==> src/rtl/imm_decode_if.sv <==
// Fetch-to-execute bus for the immediate-decode stage: upstream valid/ready with
// instruction and PC, downstream valid/ready with the decoded entry.
interface imm_decode_if #(
  parameter int unsigned XLEN = 32
);
  logic            in_valid;
  logic            in_ready;
  logic [31:0]     in_instr;
  logic [XLEN-1:0] in_pc;
  logic            out_valid;
  logic            out_ready;
  logic [XLEN-1:0] out_imm;
  logic [2:0]      out_fmt;
  logic            out_illegal;
  logic [XLEN-1:0] out_pc;
  logic [31:0]     out_instr;

  modport master (
    output in_valid, in_instr, in_pc, out_ready,
    input  in_ready, out_valid, out_imm, out_fmt, out_illegal, out_pc, out_instr
  );

  modport slave (
    input  in_valid, in_instr, in_pc, out_ready,
    output in_ready, out_valid, out_imm, out_fmt, out_illegal, out_pc, out_instr
  );
endinterface

==> src/rtl/imm_decode_stage.sv <==
// Registered immediate-decode stage with a two-entry skid buffer.
// Optional IMM_DECODE_ZICSR_EN: SYSTEM with funct3[2]=1 decodes as Z (5-bit uimm).
module imm_decode_stage #(
  parameter int unsigned XLEN = 32
) (
  input logic         clk,
  input logic         rst,
  input logic         flush,
  imm_decode_if.slave bus
);

  typedef enum logic [2:0] {
    FmtNone = 3'd0,
    FmtI    = 3'd1,
    FmtS    = 3'd2,
    FmtB    = 3'd3,
    FmtU    = 3'd4,
    FmtJ    = 3'd5,
    FmtZ    = 3'd6,
    FmtRsvd = 3'd7
  } fmt_e;

  typedef struct packed {
    logic [XLEN-1:0] imm;
    fmt_e            fmt;
    logic            illegal;
    logic [XLEN-1:0] pc;
    logic [31:0]     instr;
  } entry_t;

  logic [31:0] ins;
  logic [31:0] imm32;
  fmt_e        fmt;
  logic        illegal;
  entry_t      dec;

  assign ins = bus.in_instr;

  always_comb begin
    fmt     = FmtNone;
    illegal = 1'b0;
    case (ins[6:0])
      7'b0010011, 7'b0000011, 7'b1100111, 7'b0001111: fmt = FmtI;
      7'b1110011: begin
`ifdef IMM_DECODE_ZICSR_EN
        fmt = ins[14] ? FmtZ : FmtI;
`else
        fmt = FmtI;
`endif
      end
      7'b0100011: fmt = FmtS;
      7'b1100011: fmt = FmtB;
      7'b0110111, 7'b0010111: fmt = FmtU;
      7'b1101111: fmt = FmtJ;
      7'b0110011: fmt = FmtNone;
      7'b0011011: begin
        if (XLEN == 64) fmt = FmtI;
        else            illegal = 1'b1;
      end
      7'b0111011: begin
        if (XLEN != 64) illegal = 1'b1;
      end
      default: illegal = 1'b1;
    endcase
  end

  // Every format is built as a 32-bit value whose bit 31 is the desired extension bit;
  // Z keeps bit 31 clear so the common sign extension below zero-extends it.
  always_comb begin
    imm32 = '0;
    unique case (fmt)
      FmtI:    imm32 = {{20{ins[31]}}, ins[31:20]};
      FmtS:    imm32 = {{20{ins[31]}}, ins[31:25], ins[11:7]};
      FmtB:    imm32 = {{19{ins[31]}}, ins[31], ins[7], ins[30:25], ins[11:8], 1'b0};
      FmtU:    imm32 = {ins[31:12], 12'b0};
      FmtJ:    imm32 = {{11{ins[31]}}, ins[31], ins[19:12], ins[20], ins[30:21], 1'b0};
      FmtZ:    imm32 = {27'b0, ins[19:15]};
      default: imm32 = '0;
    endcase
  end

  assign dec = '{
    imm:     XLEN'($signed(imm32)),
    fmt:     fmt,
    illegal: illegal,
    pc:      bus.in_pc,
    instr:   ins
  };

  entry_t main_q, main_d, skid_q, skid_d;
  logic   main_valid_q, main_valid_d;
  logic   skid_valid_q, skid_valid_d;
  logic   ready_q, ready_d;
  logic   accept, consume;

  assign accept  = bus.in_valid & ready_q;
  assign consume = main_valid_q & bus.out_ready;

  always_comb begin
    main_d       = main_q;
    skid_d       = skid_q;
    main_valid_d = main_valid_q;
    skid_valid_d = skid_valid_q;
    if (flush) begin
      main_valid_d = 1'b0;
      skid_valid_d = 1'b0;
    end else if (!main_valid_q || consume) begin
      // ready_q is low whenever the skid holds data, so no accept can coincide here.
      if (skid_valid_q) begin
        main_d       = skid_q;
        main_valid_d = 1'b1;
        skid_valid_d = 1'b0;
      end else begin
        if (accept) main_d = dec;
        main_valid_d = accept;
      end
    end else if (accept) begin
      skid_d       = dec;
      skid_valid_d = 1'b1;
    end
    ready_d = ~skid_valid_d;
  end

  always_ff @(posedge clk or posedge rst) begin
    if (rst) begin
      main_q       <= '0;
      skid_q       <= '0;
      main_valid_q <= 1'b0;
      skid_valid_q <= 1'b0;
      ready_q      <= 1'b0;
    end else begin
      main_q       <= main_d;
      skid_q       <= skid_d;
      main_valid_q <= main_valid_d;
      skid_valid_q <= skid_valid_d;
      ready_q      <= ready_d;
    end
  end

  assign bus.in_ready    = ready_q;
  assign bus.out_valid   = main_valid_q;
  assign bus.out_imm     = main_q.imm;
  assign bus.out_fmt     = main_q.fmt;
  assign bus.out_illegal = main_q.illegal;
  assign bus.out_pc      = main_q.pc;
  assign bus.out_instr   = main_q.instr;

endmodule

==> src/flat_wrapper.sv <==
// flat-port wrapper written by rule: the top's interface ports become plain ports
module imm_decode_stage_flat 
#(
  parameter int unsigned XLEN = 32
)
  (clk, rst, flush, bus_in_valid, bus_in_instr, bus_in_pc, bus_out_ready, bus_in_ready, bus_out_valid, bus_out_imm, bus_out_fmt, bus_out_illegal, bus_out_pc, bus_out_instr);
  imm_decode_if #(.XLEN(XLEN)) bus_i ();
  input logic clk;
  input logic rst;
  input logic flush;
  input wire logic [$bits(bus_i.in_valid)-1:0] bus_in_valid;
  input wire logic [$bits(bus_i.in_instr)-1:0] bus_in_instr;
  input wire logic [$bits(bus_i.in_pc)-1:0] bus_in_pc;
  input wire logic [$bits(bus_i.out_ready)-1:0] bus_out_ready;
  output wire logic [$bits(bus_i.in_ready)-1:0] bus_in_ready;
  output wire logic [$bits(bus_i.out_valid)-1:0] bus_out_valid;
  output wire logic [$bits(bus_i.out_imm)-1:0] bus_out_imm;
  output wire logic [$bits(bus_i.out_fmt)-1:0] bus_out_fmt;
  output wire logic [$bits(bus_i.out_illegal)-1:0] bus_out_illegal;
  output wire logic [$bits(bus_i.out_pc)-1:0] bus_out_pc;
  output wire logic [$bits(bus_i.out_instr)-1:0] bus_out_instr;
  assign bus_i.in_valid = bus_in_valid;
  assign bus_i.in_instr = bus_in_instr;
  assign bus_i.in_pc = bus_in_pc;
  assign bus_i.out_ready = bus_out_ready;
  assign bus_in_ready = bus_i.in_ready;
  assign bus_out_valid = bus_i.out_valid;
  assign bus_out_imm = bus_i.out_imm;
  assign bus_out_fmt = bus_i.out_fmt;
  assign bus_out_illegal = bus_i.out_illegal;
  assign bus_out_pc = bus_i.out_pc;
  assign bus_out_instr = bus_i.out_instr;
  imm_decode_stage #(.XLEN(XLEN)) u_core (.clk(clk), .rst(rst), .flush(flush), .bus(bus_i));
endmodule
==> config.mk <==
export PLATFORM = sky130hd
export DESIGN_NAME = imm_decode_stage_flat
export DESIGN_NICKNAME = d
export VERILOG_FILES = /design/src/rtl/imm_decode_if.sv /design/src/rtl/imm_decode_stage.sv /design/src/flat_wrapper.sv
export SDC_FILE = /design/constraint.sdc
export NUM_CORES = 1
export LEC_CHECK = 0
export BUFFER_PORTS_ARGS = -buffer_cell sky130_fd_sc_hd__buf_2
export CAP_MARGIN = 5
export CORE_ASPECT_RATIO = 0.75
export CORE_MARGIN = 2
export CORE_UTILIZATION = 30
export DETAILED_ROUTE_END_ITERATION = 10
export PLACE_DENSITY = 0.49
export SYNTH_ARGS = -nofsm -noshare
export SYNTH_HDL_FRONTEND = slang
export SYNTH_SLANG_ARGS = --single-unit
==> constraint.sdc <==
create_clock -name clk -period 7.05 [get_ports clk]
set_clock_uncertainty 0.1 [all_clocks]
set_input_delay 0 -clock clk [delete_from_list [all_inputs] [get_ports clk]]
set_output_delay 0 -clock clk [all_outputs]
set_load 0.01 [all_outputs]
Word level (Yosys, flattened, before mapping)
Cells that the tools add are included.
{"block": "totals", "wordCells": 55, "out_inout_bits": 102, "ff_bits": 203, "in_bits": 69}
{"block": "classes", "n_bitwise": 5, "n_eq_ne": 17, "reduce_logical": 9, "muxes": 11}
{"cell": "$mux W100", "count": 2}
{"cell": "$pmux W32 S6", "count": 1}
{"cell": "$eq A7 B7 Y1 const B", "count": 4}
{"cell": "$eq A7 B6 Y1 const B", "count": 3}
{"cell": "$pmux W3 S5", "count": 1}
{"cell": "$eq A7 B5 Y1 const B", "count": 2}
{"cell": "$reduce_or A11 Y1", "count": 1}
{"cell": "$eq A3 B3 Y1 const B", "count": 3}
{"cell": "$eq A7 B2 Y1 const B", "count": 1}
{"cell": "$eq A7 B4 Y1 const B", "count": 1}
{"cell": "$mux W1", "count": 7}
{"cell": "$eq A3 B2 Y1 const B", "count": 2}
{"cell": "$reduce_and A3 Y1", "count": 2}
{"cell": "$reduce_or A5 Y1", "count": 1}
{"cell": "$reduce_bool A2 Y1", "count": 2}
{"cell": "$eq A3 B1 Y1 const B", "count": 1}
{"cell": "$not A1 Y1", "count": 3}
{"cell": "$and A1 B1 Y1", "count": 2}
{"cell": "$reduce_or A2 Y1", "count": 1}
{"cell": "$logic_not A1 Y1", "count": 1}
{"cell": "$logic_or A1 B1 Y1", "count": 1}

Logic depth before layout (Yosys ltp)
Gate-level depths: netlist of the first run.
{"block": "logic_depth", "depth_word": 7, "mapped_depth": 8, "depth_no_buf": 5}

Worst setup path after synthesis of the first run
No wires, ideal clock.
{"block": "synth_path", "path_kind": "flip-flop to flip-flop", "from": "register u_core.main_valid_q (netlist: u_core.bus.out_valid)", "to": "register u_core.main_q (netlist bit u_core.bus.out_fmt[0])", "path_stages_with_launch": 7, "n_path_buf": 3, "setup_slack_ps": 5182, "period_less_slack_ps": 1868, "setup_time_ps": 126, "arrival_ps": 1642, "required_ps": 6824, "cell_sequence": "dfrtp_1 > nor2b_1 > or3_1 > buf_2 > buf_6 > buf_2 > a221o_1"}
{"block": "synth_via", "elab_chain_len": 3, "word_cells_on_any_way": 4, "classes_between": "bitwise (1); reduce/logical (3)"}
{"element": "start: declaration", "line": "imm_decode_stage.sv:91", "source": "logic main_valid_q, main_valid_d;"}
{"element": "start signal: assignment", "line": "imm_decode_stage.sv:134", "source": "main_valid_q <= main_valid_d;"}
{"element": "$and A1 B1 Y1 / $logic_not A1 Y1 (equally long branches)", "line": "imm_decode_stage.sv:97, imm_decode_stage.sv:107"}
{"element": "$logic_or A1 B1 Y1 (*)", "line": "imm_decode_stage.sv:107", "source": "end else if (!main_valid_q || consume) begin"}
{"element": "$reduce_and A3 Y1 (no line) (*)"}
{"element": "end signal: assignment", "line": "imm_decode_stage.sv:132", "source": "main_q <= main_d;"}
{"element": "end: declaration", "line": "imm_decode_stage.sv:90", "source": "entry_t main_q, main_d, skid_q, skid_d;"}
Mark *: on every way between the ends. The rest lies on a longest branch, timed or not.
A chain may end at the register's enable or synchronous reset.

Worst setup path in the final report of the first run
{"block": "layout_path", "from": "register u_core.skid_valid_q", "to": "register u_core.main_q (netlist bit u_core.bus.out_fmt[0])"}
{"block": "layout_via", "elab_chain_len": 2, "word_cells_on_any_way": 3, "classes_between": "mux (1); reduce/logical (2)"}
{"element": "start: declaration", "line": "imm_decode_stage.sv:92", "source": "logic skid_valid_q, skid_valid_d;"}
{"element": "start signal: assignment", "line": "imm_decode_stage.sv:135", "source": "skid_valid_q <= skid_valid_d;"}
{"element": "$reduce_bool A2 Y1 (no line)"}
{"element": "$reduce_and A3 Y1 (no line)"}
Several ways; a longest one is shown, not always the timed one.

==> results of run 1 <==
[metrics by stage]
| stage | worst slack [ns] | util, % |
|---|---|---|
| final | 3.42 | 39.8 |
| after global routing | 3.23 | 39.8 |
| after CTS | 3.38 | 39.8 |
| after detailed placement | 3.41 | 34.3 |
| after global placement | 3.54 | 34.3 |
| after floorplan | 1.41 | - |
[cell usage in the layout (no fill, tap or decap), types with 2 or more instances in the layout]
| cell type | count |
|---|---|
| mux2i_1 | 65 |
| a22oi_1 | 2 |
| and3b_1 | 2 |
| o211ai_1 | 3 |
| nand2b_1 | 2 |
| buf_4 | 6 |
| and2_1 | 3 |
| a31oi_1 | 14 |
| o21ai_0 | 94 |
| nor3b_1 | 5 |
| a221o_1 | 4 |
| a22o_1 | 6 |
| nor2_1 | 36 |
| nor2b_1 | 2 |
| nor3_1 | 5 |
| clkinvlp_4 | 2 |
| o2bb2ai_1 | 3 |
| nand2_1 | 291 |
| and3_1 | 7 |
| clkbuf_1 | 2 |
| clkinv_2 | 5 |
| nor3_4 | 2 |
| nand3b_1 | 8 |
| dfrtp_1 | 202 |
| a21oi_1 | 67 |
| clkbuf_8 | 9 |
| buf_2 | 170 |
| inv_1 | 19 |
| nand3_1 | 4 |
| dlygate4sd3_1 | 75 |
| clkbuf_16 | 25 |
| a311oi_1 | 4 |
[layer usage]
layer	vias to the layer above	routed length, um	part of all wire [%]
met5	-	0	0
met4	0	463	1.8
met3	31	1160	4.6
met2	169	10800	42
met1	3461	12900	51
li1	3566	-	-
[final cells by class]
class / count / area (sq um)
Clock buffer: 36 / 757
Clock inverter: 8 / 70.1
Fill cell: 2931 / 17500
Inverter: 20 / 82.6
Multi-Input combinational cell: 647 / 3400
Sequential cell: 203 / 5080
Tap cell: 392 / 490
Timing Repair Buffer: 251 / 1650
[repair_timing]
| item | CTS | global route |
|---|---|---|
| buffers inserted | 0 | 0 |
| endpoints found under the hold margin | 279 | 0 |
| hold buffers | 75 | 0 |
[tightest hold or removal path: stages]
cell,delay [ns]
dlygate4sd3_1,0.54
buf_2,0.16
inv_8,0.41
[kinds of logic after synthesis]
logic type | Yosys count
and+or+nand+nor | 377
AOI/OAI and AO/OA | 204
DFF | 203
buffers and inverters | 84
muxes | 65
xor gates and xnor gates | 1
[power by group through the flow]
stage / Sequential, mW / Clock, mW / Combinational (mW)
after CTS: 1.49 / 1.31 / 0.528
after floorplan: 1.53 / 0 / 0.251
after detailed placement: 1.51 / 0 / 0.487
final: 1.49 / 1.27 / 0.519
after global routing: 1.52 / 1.36 / 0.592
after global placement: 1.51 / 0 / 0.476
[state kept, by name, indices dropped and copies added (netlist names)]
| register | cells |
|---|---|
| u_core.bus.out_pc | 32 |
| u_core.skid_q | 100 |
| u_core.bus.out_imm | 32 |
| u_core.bus.out_instr | 32 |
| u_core.bus.out_valid | 1 |
| u_core.skid_valid_q | 1 |
| u_core.bus.out_illegal | 1 |
| u_core.bus.out_fmt | 3 |
| u_core.bus.in_ready | 1 |
[synthesized netlist by cell type (2+ instances only)]
cell	instances	area share, %
nand2_1	291	12
dfrtp_1	203	58
o21ai_0	94	5.3
a21oi_1	67	3.8
mux2i_1	65	7.4
clkbuf_1	37	1.6
nor2_1	36	1.5
buf_2	21	1.2
inv_1	20	0.85
a31oi_1	14	0.99
and3_1	8	0.57
nand3b_1	8	0.68
a22o_1	6	0.60
nor3_1	6	0.34
nand3_1	5	0.28
nor3b_1	5	0.43
a221o_1	4	0.45
a311oi_1	4	0.40
and2_1	3	0.21
buf_1	3	0.13
o211ai_1	3	0.26
o2bb2ai_1	3	0.30
a22oi_1	2	0.17
and3b_1	2	0.20
nand2b_1	2	0.14
nor2b_1	2	0.14
nor3_4	2	0.37
or3_1	2	0.14
[worst max-delay path by stage]
stage                              from                     to  slack [ns]  cells after the start
global route        u_core.skid_valid_q  u_core.bus.out_fmt[0]        3.23                      5
CTS                 u_core.skid_valid_q  u_core.bus.out_fmt[0]        3.38                      5
finish              u_core.skid_valid_q  u_core.bus.out_fmt[0]        3.42                      5
floorplan                           rst    u_core.bus.in_ready        1.41                      1
global placement    u_core.skid_valid_q  u_core.bus.out_fmt[0]        3.54                      5
detailed placement  u_core.skid_valid_q  u_core.bus.out_fmt[0]        3.41                      5
==> results.tsv, run 1 <==
stage	metric	value	unit
outcome	status	completed	
sta	worstMarginPinSlew	1.14	ns
route	drt_iter0_markers	492	
synthesis	synth-edff-count	0	
sta	setup-violations-final	0	
clock_network	clk_pin_slew	0.06	ns
power	total_power	3.28	mW
worst_setup_path	reg2reg_from	u_core.skid_valid_q	
global_route	grt_usage	16.4	%
clock_network	cts_max_level	1	
floorplan	die_x	202	um
job	maxCapViolations	0	
power	seq_power_share	45.4	%
route	dr.pass1.iters	5	
clock_network	clock-sinks	203	
synthesis	yosysUniqueCellTypes	44	
synthesis	syn_area	0.00881	sq mm
worst_setup_path	critical_path_arrival	3.92	ns
synthesis	synth_nets	1003	
synthesis	synth_top_family_by_area	simple AND/OR/NAND/NOR gates	
clock_network	cts_tree	done	
place	place_inst	1438	
worst_setup_path	crit_path_max_incr_delay	0.79	ns
global_route	top_usage_layer	met1	
cells_and_area	instances_no_fill	1557	
worst_setup_path	crit_path_end_kind	flip-flop	
sta	setup-tns-final	0	ns
power	power_frac_clock	38.7	%
cells_and_area	stdcell_area	0.0115	sq mm
clock_network	cts_resized	0	
worst_setup_path	r2r-end	u_core.bus.out_fmt[0]	
synthesis	synthCells	934	
worst_setup_path	critPathTopFamily	simple AND/OR/NAND/NOR gates	
route	ant_nets	0	
synthesis	synth_compound_area_share	12.9	%
sta	rsz0062_at_grt	no	
sta	slew_viol_final	0	
sta	max_slew_margin	24.0	%
clock_network	cts_buffers	24	
route	drt_wl_total	25300	um
synthesis	synth-simple-area-share	17.9	%
synthesis	async_reset_ff_share	100	%
min_path	hp-class	in -> async	
clock_network	clock_latency	0.51	ns
global_route	grt-ovfl-total	0	
sta	fin_hold_ws	0.0325	ns
power	switching_share	27.6	%
sta	finalCritPeriodShare	51.4	%
floorplan	num_rows	54	
sta	period_minus_slack	3.63	ns
sta	fmax	276	MHz
worst_setup_path	cp_slowest_cell	buf_4	
route	drc	0	
power	max-vdd-ir-drop	0.149	mV
worst_setup_path	crit_type	reg -> reg	
worst_setup_path	worst-path-buf-inv	1	
global_route	gr-usage-met1	25.0	%
synthesis	ys_seq_area_share	57.7	%
route	wl_per_cell	16.3	um
floorplan	core_area	0.0290	sq mm
global_route	antenna_found_initial	0	
synthesis	synth_flop_cell	dfrtp_1	
place	hpwlAfterDp	15700	um
worst_setup_path	cp-start-kind	flip-flop	
cells_and_area	syn_to_final_growth	30.9	%
global_route	grt_max_degree	90	
synthesis	synthMuxAreaShare	7.39	%
global_route	met3_usage	2.82	%
route	vias	7227	
worst_setup_path	worst-path-max-fanout	89	
power	p_int	2.38	mW
synthesis	synthAdderAreaFrac	0	%
global_route	met2_usage	24.1	%
synthesis	synth_warnings	0	
floorplan	die_y	152	um
route	routed_via_density	4.64	
cells_and_area	diodes	0	
place	port_buffers	170	
sta	hold_violations	0	
cells_and_area	drive_gt1_share	19.7	%
global_route	grt_pass1_vias	7034	
power	p_comb_share	15.8	%
worst_setup_path	cp_cell_sequence	a21oi_1 -> or3_4 -> buf_4 -> nor2_2 -> a221o_1	
place	gp_routability_congestion	0.784	
place	postPlaceCellArea	0.00995	sq mm
floorplan	initial_core_util	30.4	%
worst_setup_path	regToRegSetupSlack	3.42	ns
synthesis	synth_seq_cells	203	
power	power_density	285	mW/mm^2
clock_network	clock-root-buffer	clkbuf_16	
global_route	grt_pass1_wl	40600	um
synthesis	synth.avg_cell_area	9.43	sq um
clock_network	clockBufferDepth	3	
power	switching_power	0.905	mW
cells_and_area	layout.nets	1216	
worst_setup_path	crit_required	7.35	ns
worst_setup_path	r2r.worst_path.cells	5	
power	leakagePower	5.50	nW
synthesis	synth-xor-area-share	0.0995	%
floorplan	io_pins	171	
floorplan	die_area	0.0308	sq mm
No activity file was read; power rests on OpenSTA's default activity.
==> inputs of run 2 (changes only) <==
clock period = 3.65 ns   (was 7.05 ns; I/O delays follow)
==> results.tsv, run 2 (synthesis results as in run 1) <==
stage	metric	value	unit
outcome	status	completed	
worst_setup_path	cp-start-kind	flip-flop	
global_route	grt-ovfl-total	0	
sta	finalCritPeriodShare	72.7	%
cells_and_area	largest_reg_flops	100	
cells_and_area	layout.nets	1214	
sta	setup-tns-final	0	ns
clock_network	cts_setup_buffers	0	
global_route	grt_usage	16.2	%
clock_network	clk_pin_slew	0.06	ns
floorplan	num_rows	54	
route	vias	7214	
clock_network	clock_latency	0.50	ns
clock_network	cts_max_level	1	
floorplan	die_area	0.0308	sq mm
clock_network	clock-sinks	203	
sta	worstMarginPinSlew	1.03	ns
floorplan	initial_core_util	30.4	%
global_route	grt_max_degree	80	
sta	max_slew_margin	31.5	%
power	leakagePower	5.42	nW
place	hpwlAfterDp	15900	um
global_route	antenna_found_initial	0	
sta	period_minus_slack	2.65	ns
clock_network	cts_resized	0	
clock_network	clockBufferDepth	3	
place	gp_routability_congestion	0.755	
sta	hold_violations	0	
floorplan	core_area	0.0290	sq mm
power	power_density	527	mW/mm^2
place	port_buffers	170	
worst_setup_path	worst-path-max-fanout	62	
cells_and_area	top_register	u_core.skid_q	
power	total_power	6.00	mW
power	max-vdd-ir-drop	0.247	mV
route	drt_wl_total	24900	um
route	dr.pass1.iters	5	
sta	fmax	377	MHz
clock_network	cts.hold.buffers_added	68	
route	ant_nets	0	
place	place_inst	1444	
clock_network	clock-root-buffer	clkbuf_16	
route	drt_iter0_markers	417	
sta	slew_viol_final	0	
global_route	grt_pass1_vias	7007	
worst_setup_path	crit_required	3.88	ns
floorplan	die_x	202	um
worst_setup_path	crit_path_end_kind	flip-flop	
route	drc	0	
worst_setup_path	critical_path_arrival	2.88	ns
clock_network	cts_tree	done	
min_path	hp-class	in -> reg	
floorplan	io_pins	171	
sta	setup-violations-final	0	
worst_setup_path	crit_type	reg -> reg	
route	routed_via_density	4.65	
cells_and_area	layout_common_cells	nand2_1 (291), dfrtp_1 (202), buf_2 (170), o21ai_0 (94), dlygate4sd3_1 (68)	
job	maxCapViolations	0	
route	wl_per_cell	16.0	um
floorplan	die_y	152	um
cells_and_area	final_common_cell	nand2_1	
global_route	grt_pass1_wl	40300	um
clock_network	cts_buffers	23	
cells_and_area	instances_no_fill	1552	
cells_and_area	syn_to_final_growth	29.3	%
cells_and_area	drive_gt1_share	19.2	%
sta	rsz0062_at_grt	no	
cells_and_area	diodes	0	
## run 2: area by class of cell
cell class / instances / area [sq um]
clock inverter: 3 / 15.0
clock buffer: 37 / 668
fill: 2967 / 17600
timing repair buffer: 250 / 1650
multi-input combinational: 647 / 3400
inverter: 20 / 78.8
sequential: 203 / 5080
tap: 392 / 490
## run 2: layer usage
| layer | vias up | part of all wire (%) | GRT usage (%) |
|---|---|---|---|
| met5 | - | 0 | 0 |
| met3 | 19 | 4.9 | 2.72 |
| met4 | 0 | 1.3 | 2.59 |
| met2 | 187 | 42 | 24.0 |
| li1 | 3557 | - | - |
| met1 | 3451 | 51 | 25.0 |
## run 2: path summary, 6_finish.rpt
check	cells past startpoint	slack (ns)	start	end
setup / recovery	6	1.0	u_core.skid_valid_q	u_core.bus.out_imm[24]
min in group asynchronous	3	0.09	rst	u_core.bus.out_instr[16]
hold reg to reg	2	0.37	u_core.bus.out_instr[3]	u_core.bus.out_instr[3]
max in group asynchronous	4	2.34	rst	u_core.bus.out_imm[25]
setup reg to reg	6	1.0	u_core.skid_valid_q	u_core.bus.out_imm[24]
hold / removal	3	0.05	bus_in_valid	u_core.bus.in_ready
## run 2: power breakdown
group / internal [mW] / total [mW] / switching (mW) / leakage (nW)
clock: 1.24 / 2.14 / 0.897 / 0.336
combinational: 0.423 / 0.985 / 0.562 / 2.54
sequential: 2.66 / 2.87 / 0.219 / 2.55
total: 4.32 / 6.00 / 1.68 / 5.42
## run 2: critical path, cell delays in order, from the launching register on
cell and delay (ns):
dfrtp_4 0.64, a21oi_1 0.34, or3_4 0.66, buf_4 0.44, a21oi_1 0.07, a21oi_1 0.14
a21oi_1 0.06
## run 2: through the flow
step | cell area [sq um] | hold slack (ns) | util [%] | worst slack, ns
after floorplan | 8810 | -0.0369 | - | 0.920
after global placement | 10000 | 0.0809 | 34.6 | 1.03
after detailed placement | 10000 | 0.0737 | 34.6 | 0.968
after CTS | 11400 | 0.0292 | 39.3 | 0.922
after global routing | 11400 | 0.0741 | 39.3 | 0.721
final | 11400 | 0.0526 | 39.3 | 0.996
==> inputs of run 3 (changes only) <==
PLACE_DENSITY = 0.5   (was 0.49)
clock period = 2.2 ns   (was 3.65 ns; I/O delays follow)
==> results.tsv, run 3 (synthesis results as in run 1) <==
stage	metric	value	unit
sta	slew_viol_final	0	
clock_network	cts_buffers	24	
route	dr.pass1.iters	6	
clock_network	clock-root-buffer	clkbuf_16	
worst_setup_path	critPathTopFamily	simple AND/OR/NAND/NOR gates	
place	pre_cts_slack	0.254	ns
route	vias	7392	
worst_setup_path	critical_path_arrival	2.31	ns
worst_setup_path	crit_path_max_incr_delay	0.56	ns
worst_setup_path	worst-path-buf-inv	1	
cells_and_area	largest_reg_flops	100	
route	ant_nets	0	
place	port_buffers	170	
sta	worstMarginPinSlew	0.619	ns
floorplan	die_y	152	um
route	drt_iter0_markers	431	
power	power_frac_clock	38.0	%
worst_setup_path	crit_required	2.55	ns
sta	setup-violations-final	0	
route	drc	0	
clock_network	clockBufferDepth	3	
floorplan	initial_core_util	30.4	%
sta	max_slew_margin	58.7	%
worst_setup_path	cp-start-kind	flip-flop	
cells_and_area	layout_common_cells	nand2_1 (291), dfrtp_1 (202), buf_2 (170), o21ai_0 (94), dlygate4sd3_1 (75)	
global_route	grt_pass1_wl	41600	um
floorplan	io_pins	171	
cells_and_area	diodes	0	
outcome	status	completed	
power	switching_power	2.90	mW
floorplan	num_rows	54	
global_route	antenna_found_initial	0	
worst_setup_path	regToRegSetupSlack	0.24	ns
cells_and_area	final_common_cell	nand2_1	
route	wl_per_cell	16.6	um
clock_network	cts_max_level	1	
cells_and_area	fill_cells	2887	
power	p_comb_share	16.2	%
worst_setup_path	crit_path_end_kind	flip-flop	
floorplan	core_area	0.0290	sq mm
cells_and_area	layout.nets	1236	
power	power_density	886	mW/mm^2
global_route	grt_max_degree	77	
clock_network	clk_pin_slew	0.06	ns
route	drt_wl_total	26100	um
sta	setup-tns-final	0	ns
cells_and_area	top_register	u_core.skid_q	
clock_network	cts_resized	0	
global_route	met2_usage	23.8	%
power	max-vdd-ir-drop	0.472	mV
clock_network	clock_latency	0.51	ns
power	p_int	7.52	mW
clock_network	cts_tree	done	
worst_setup_path	cp_cell_sequence	nand2b_1 -> nor2_1 -> and3_4 -> nand2_1 -> dlygate4sd3_1 -> nand2_1	
global_route	met3_usage	2.44	%
clock_network	clock-sinks	203	
worst_setup_path	cp_slowest_cell	dlygate4sd3_1	
min_path	hp-class	in -> reg	
power	leakagePower	5.59	nW
cells_and_area	drive_gt1_share	20.6	%
place	gp_routability_congestion	0.759	
sta	fmax	510	MHz
global_route	grt-ovfl-total	0	
route	routed_via_density	4.70	
sta	setup_ws	0.239	ns
worst_setup_path	crit_type	reg -> reg	
worst_setup_path	worst-path-max-fanout	16	
sta	hold_violations	0	
cells_and_area	syn_to_final_growth	33.7	%
sta	rsz0062_at_grt	no	
global_route	grt_pass1_vias	7172	
worst_setup_path	critical_path.most_common_cell	nand2_1	
power	seq_power_share	45.8	%
global_route	top_usage_layer	met1	
job	maxCapViolations	0	
global_route	grt_usage	16.8	%
place	hpwlAfterDp	17000	um
floorplan	die_area	0.0308	sq mm
sta	period_minus_slack	1.96	ns
floorplan	die_x	202	um
power	switching_share	27.8	%
sta	finalCritPeriodShare	89.1	%
global_route	gr-usage-met1	26.8	%
==> run 3: worst paths after layout <==
check,cells after the start,end,start
setup / recovery,6,u_core.skid_q[15],u_core.bus.out_valid
setup reg to reg,6,u_core.skid_q[15],u_core.bus.out_valid
min in group asynchronous,4,u_core.bus.out_instr[12],rst
hold reg to reg,2,u_core.bus.out_instr[8],u_core.bus.out_instr[8]
hold / removal,4,u_core.skid_q[42],bus_in_pc[10]
max in group asynchronous,6,u_core.bus.out_pc[23],rst
==> run 3: per-layer routing <==
layer  part of all wire (%)  wire length (um)
met1                     51             13400
met2                     42             10900
met3                    5.0              1300
met4                    2.2               566
met5                      0                 0
==> run 3: worst register-to-register path, stage by stage (launching register included) <==
cell,delay (ns)
dfrtp_1,0.35
nand2b_1,0.10
nor2_1,0.22
and3_4,0.41
nand2_1,0.09
dlygate4sd3_1,0.56
nand2_1,0.06
==> run 3: per-stage QoR <==
| step | instances | hold WS, ns | utilization [%] | power [mW] | area (sq um) |
|---|---|---|---|---|---|
| after floorplan | 934 | -0.0369 | - | 5.70 | 8810 |
| after global placement | 1458 | -0.0550 | 35.3 | 6.41 | 10200 |
| after detailed placement | 1458 | -0.0547 | 35.3 | 6.45 | 10200 |
| after CTS | 1574 | 0.108 | 40.6 | 10.6 | 11800 |
| after global routing | 1574 | 0.140 | 40.6 | 11.0 | 11800 |
| final | 1574 | 0.128 | 40.6 | 10.4 | 11800 |
==> run 3: timing repair <==
item | 4_1_cts | 5_1_grt
hold buffers | 75 | 0
buffers inserted | 0 | 0
endpoints found under the setup margin | 0 | 0
hold endpoints to repair | 383 | 0
==> run 3: area by class of cell <==
class                           count  area [sq um]  share of cell area [%]
Sequential cell                   203          5080                    43.2
Multi-Input combinational cell    647          3400                    28.9
Clock buffer                       35           723                    6.14
Inverter                           20          78.8                   0.670
Tap cell                          392           490                    4.17
Clock inverter                      6          60.1                   0.510
Timing Repair Buffer              271          1930                    16.4
==> run 3: power by group through the flow <==
stage / Combinational (mW) / Clock, mW / Sequential (mW)
CTS: 1.71 / 4.11 / 4.78
global placement: 1.58 / 0 / 4.83
detailed placement: 1.61 / 0 / 4.84
global route: 1.92 / 4.23 / 4.87
finish: 1.69 / 3.96 / 4.78
floorplan: 0.806 / 0 / 4.90
